<file path="src/rtl/a2d_pkg.sv">
// Shared types, channel map and command builder for the A2D round-robin sequencer.
package a2d_pkg;

    typedef enum logic [2:0] {IDLE, CMD1, WAIT1, GAP, CMD2, WAIT2, STORE} state_t;
    typedef enum logic [1:0] {RB_LFT, RB_RGHT, RB_BATT} robin_t;

    localparam logic [2:0]  LFT_CH           = 3'd0;
    localparam logic [2:0]  RGHT_CH          = 3'd4;
    localparam logic [2:0]  BATT_CH          = 3'd5;
    localparam logic [19:0] AUTO_PERIOD_DFLT = 20'd1_000_000;
    localparam logic [10:0] CMD_PAD          = 11'h000;

    function automatic logic [15:0] mk_cmd(input logic [2:0] ch);
        return {2'b00, ch, CMD_PAD};
    endfunction

    function automatic logic [2:0] rb_ch(input robin_t rb);
        case (rb)
            RB_RGHT: return RGHT_CH;
            RB_BATT: return BATT_CH;
            default: return LFT_CH;
        endcase
    endfunction

    function automatic robin_t rb_next(input robin_t rb);
        case (rb)
            RB_LFT:  return RB_RGHT;
            RB_RGHT: return RB_BATT;
            default: return RB_LFT;
        endcase
    endfunction

endpackage

</file>
<file path="src/rtl/a2d_auto_tmr.sv">
// Free-running period counter producing a one-cycle auto trigger at terminal count.
module a2d_auto_tmr
    import a2d_pkg::*;
#(
    parameter logic [19:0] AUTO_PERIOD = AUTO_PERIOD_DFLT
) (
    input  logic clk,
    input  logic rst,
    output logic tick
);

    logic [19:0] cnt_q, cnt_d;

    always_comb begin
        tick  = (cnt_q == 20'd0);
        cnt_d = tick ? (AUTO_PERIOD - 20'd1) : (cnt_q - 20'd1);
    end

    always_ff @(posedge clk) begin
        if (rst) cnt_q <= AUTO_PERIOD - 20'd1;
        else     cnt_q <= cnt_d;
    end

endmodule

</file>
<file path="config.mk">
export PLATFORM = sky130hd
export DESIGN_NAME = a2d_auto_tmr
export DESIGN_NICKNAME = d
export VERILOG_FILES = /design/src/rtl/a2d_pkg.sv /design/src/rtl/a2d_auto_tmr.sv
export SDC_FILE = /design/constraint.sdc
export NUM_CORES = 1
export LEC_CHECK = 0
export ABC_AREA = 1
export CAP_MARGIN = 40
export CORE_MARGIN = 4
export CORE_UTILIZATION = 56
export DETAILED_ROUTE_END_ITERATION = 10
export HOLD_SLACK_MARGIN = 0.1
export PLACE_DENSITY_LB_ADDON = 0.2
export SYNTH_ARGS = -nofsm -noshare
export SYNTH_HDL_FRONTEND = slang
export SYNTH_SLANG_ARGS = --single-unit
</file>
<file path="constraint.sdc">
create_clock -name clk -period 1.95 [get_ports clk]
set_clock_uncertainty 0.1 [all_clocks]
set_input_delay 0.2925 -clock clk [delete_from_list [all_inputs] [get_ports clk]]
set_output_delay 0.2925 -clock clk [all_outputs]
set_load 0.05 [all_outputs]
</file>
; ---- Word level (Yosys, flattened, before mapping)
; Index checks and enable logic that the tools add are counted.
[classes]
addsub = 1
reduce_logical = 2
[ops]
columns = op, count
row1 = logical NOT 20 bit, 1
row2 = "subtractor 20 x 1 -> 20 bit, second input constant", 1
row3 = OR reduction 2 bit, 1
[totals]
regBits = 20
wordCells = 4

; ---- Longest topological paths before layout
; Gate-level depths: netlist of the first run.
[depth]
ltp_word = 2
mapped_depth = 9
ltp_nobuf = 9

; ---- Least setup slack after synthesis of the first run
; OpenSTA, ideal clock, no wires.
[synth_timing]
kind = reg2out
start = reg cnt_q[9]
end = out tick
n_path_buf = 0
required_ps = 1558
stages_incl_launch_ff = 5
slack_ps = -764
arrival_time_ps = 2321
path_cell_list = dfxtp_1 > nor2_4 > nand2_2 > nor2_4 > nor4b_1
[synth_between]
elab_chain_cells = 1
[synth_rtl]
columns = element, line_no
row1 = from (decl), a2d_auto_tmr.sv:12  ; logic [19:0] cnt_q, cnt_d;
row2 = from (signal assigned), a2d_auto_tmr.sv:20  ; if (rst) cnt_q <= AUTO_PERIOD - 20'd1;
row3 = from (signal assigned), a2d_auto_tmr.sv:21  ; else cnt_q <= cnt_d;
row4 = logical NOT 20 bit, a2d_auto_tmr.sv:15  ; tick = (cnt_q == 20'd0);
row5 = to (decl), a2d_auto_tmr.sv:9  ; output logic tick
; No other way between the ends.

; ---- Worst setup path after layout of the first run
[layout_timing]
start = reg cnt_q[8]
end = out tick
; Same word-level chain as after synthesis.

==> qor.txt, run 1 <==
Placed Cells = 191
die height = 52.6 um
Final Max Slew Viols = 0
Top reg by flops = cnt_q
clk buf depth = 2
most frequent CP cell = nor2_4
biggest regs = cnt_q: 20 flops
Ports = 3
H-Tree Depth = 1
fraction of final layout cells sized beyond drive strength 1 = 23.4%
DR iter-0 viols = 26
vias in the first global route = 935
largest net degree at the start of global routing = 13
Yosys top cell area share = 36.0%
Port Buffers = 2
Synth Flop Type = dfxtp_1
maxcap violations = 0
root buffer cell = clkbuf_4
most frequent cell after synthesis = nand2_1
syn nets = 169
TritonCTS sink count = 20
WP buf/inv = 1
YS warnings = 0
CTS tree = built
Crit path arrival time = 1.46 ns
first-pass detailed-route iteration total = 4
first-pass GRT wire length = 3.91 mm
die area = 0.00277 mm2
critical path cell sequence = nor2_4 > nand2_4 > nor2_4 > nor4b_4 > buf_12
DRC = 0
WS Path Type = register to output pin
Max Fclk = 540 MHz
Max IR drop VDD = 0.438 mV
final instance area = 0.00130 mm2
Crit-path slowest cell = dfxtp_4
drt via density = 5.15
Worst-path clk slew = 0.12 ns
CTS Buf Count = 3
GRT Residual Overflow = 0
Final min period = 1.85 ns
final cell count without fillers = 200
Post-synth top cells = nand2_1 (44), nor2_1 (31), inv_1 (22)
flops & latches, synth = 20
max incr delay on CP = 0.37 ns
crit start category = register
hold slack = 0.332 ns
HPWL Detailed = 1.63 mm
CP Max Fanout = 4
NumNets Final = 180
Ant. Diodes = 0
Rows = 15
via count = 1030
total power = 789 uW
GRT Util Overall = 19.7%
Post-synth EDFFs = 0
Gate Count Post-Synth = 165
Final Hold Fails = 0
FILL cells = 157
CTS Hold Bufs = 0
drt wl/cell = 11.1 um
HP Class = register to register
Placer Congestion = 0.896
antenna-violating nets left = 0
die width = 52.6 um
P per Cell Area = 606 mW/mm2
final count of negative-setup-slack endpoints = 0
headroom to the max-slew limit = 69.1%
Routed WL = 2.23 mm
Initial Util = 61.8%
number of flip-flops in the largest register = 20
Netlist cell types = 21
initial antenna violation count = 0
P&R area growth vs syn = 17.0%
Worst-Margin Slew = 0.462 ns
cell family with most CP delay = simple AND/OR/NAND/NOR gates
Lkg Pwr = 0.584 nW
Core Region = 0.00180 mm2
Yosys top cell by area = dfxtp_1
Skew-Pair Late Insertion Delay = 0.31 ns
CP endpoint kind = output pin
post-synthesis sequential area ratio = 36.0%
Synth Cell Area = 0.00111 mm2
synth top area cells = dfxtp_1 (36%), nand2_1 (15%), nor2_1 (10%), inv_1 (7.4%), nand3_2 (6.3%)
Avg Synthesized Cell Area = 6.75 um2
Worst EP required = 1.56 ns
Post-synth ARST share = 0%
dpl cell area = 0.00118 mm2
outcome = completed
Tcrit/Tclk final = 94.9%
[cell families (layout without fill, tap and decap cells)]
kind of cell    Yosys count  in the layout  share of synthesized area (%)
compound gates            7              7                           3.59
xor+xnor                  2              2                           1.57
simple gates            110            110                           47.9
fa+ha+maj                 2              2                           2.25
buf+inv                  24             34                           8.76
flops                    20             20                           36.0
[worst register-to-register path: stages (launching register included)]
cell	delay (ns)
dfxtp_1	0.42
nor2_2	0.06
nand2_1	0.12
nor2_4	0.04
buf_4	0.15
nand3_2	0.07
nand2_4	0.10
inv_2	0.25
nand3_1	0.11
[metal layers]
metal / vias up / part of all wire [%] / GRT usage, %
li1: 530 / - / -
met1: 473 / 44 / 23.8
met2: 18 / 48 / 31.0
met3: 9 / 4.0 / 3.99
met4: 0 / 3.6 / 13.2
met5: - / 0 / 0
[what timing repair did]
item | 4_1_cts | 5_1_grt
setup buffers | 1 | 4
resized for setup | 1 | 14
pin swaps | 1 | 2
setup endpoints to repair | 1 | 1
[layout by cell type, fill, tap and decap left out, drive strengths merged]
master         Yosys  routed
inv               23      23
buf                1       6
nor4b              1       1
xor2               1       1
nand3b             2       2
o21bai             2       2
a21oi              4       4
bufinv             0       1
nand3             18      18
nand2             50      50
xnor2              1       1
nand4              3       3
dfxtp             20      20
nor2              36      36
clkdlybuf4s50      0       1
clkbuf             0       3
o21ai              1       1
ha                 2       2
[area by class of cell]
class | instances | area, um2 | area share, %
Multi-Input combinational cell | 121 | 653 | 50.1
Sequential cell | 20 | 412 | 31.6
Inverter | 23 | 86.3 | 6.63
Timing Repair Buffer | 7 | 67.6 | 5.19
Tap cell | 25 | 31.3 | 2.40
Clock inverter | 1 | 30.0 | 2.31
Clock buffer | 3 | 22.5 | 1.73
[worst paths after layout]
kind	cells after the start	slack (ns)	startpoint	endpoint
hold / removal	1	0.33	cnt_q[0]	cnt_q[0]
setup / recovery	5	0.1	cnt_q[8]	tick
setup reg to reg	8	0.41	cnt_q[13]	cnt_q[19]
hold reg to reg	1	0.33	cnt_q[0]	cnt_q[0]
[through the flow]
stage                     util, %  setup TNS [ns]  worst slack, ns
after floorplan                 -               0            0.242
after global placement       65.4               0            0.377
after detailed placement     65.4               0            0.350
after CTS                    69.0               0          0.00550
after global routing         72.3       -0.000279        -0.000279
final                        72.3               0           0.0996
[where the power goes]
part	switching [mW]	total, mW	internal (mW)
clock network	0.136	0.344	0.208
registers	0.00295	0.415	0.412
logic	0.0197	0.0298	0.0100
total	0.158	0.789	0.630
Power figures use the tool's default switching activity.
==> inputs of run 2 (changes only) <==
--- a/config.mk
+++ b/config.mk
@@ -10,7 +10,6 @@
 export CORE_MARGIN = 4
 export CORE_UTILIZATION = 56
 export DETAILED_ROUTE_END_ITERATION = 10
-export HOLD_SLACK_MARGIN = 0.1
 export PLACE_DENSITY_LB_ADDON = 0.2
 export SYNTH_ARGS = -nofsm -noshare
 export SYNTH_HDL_FRONTEND = slang
==> results of run 2 <==
The final DEF is identical to that of run 1; final timing and power are the same.
==> inputs of run 3 (changes only) <==
--- a/config.mk
+++ b/config.mk
@@ -11,6 +11,7 @@
 export CORE_UTILIZATION = 56
 export DETAILED_ROUTE_END_ITERATION = 10
 export PLACE_DENSITY_LB_ADDON = 0.2
+export SKIP_LAST_GASP = 1
 export SYNTH_ARGS = -nofsm -noshare
 export SYNTH_HDL_FRONTEND = slang
 export SYNTH_SLANG_ARGS = --single-unit
==> results of run 3 <==
The final DEF is identical to that of run 1; final timing and power are the same.
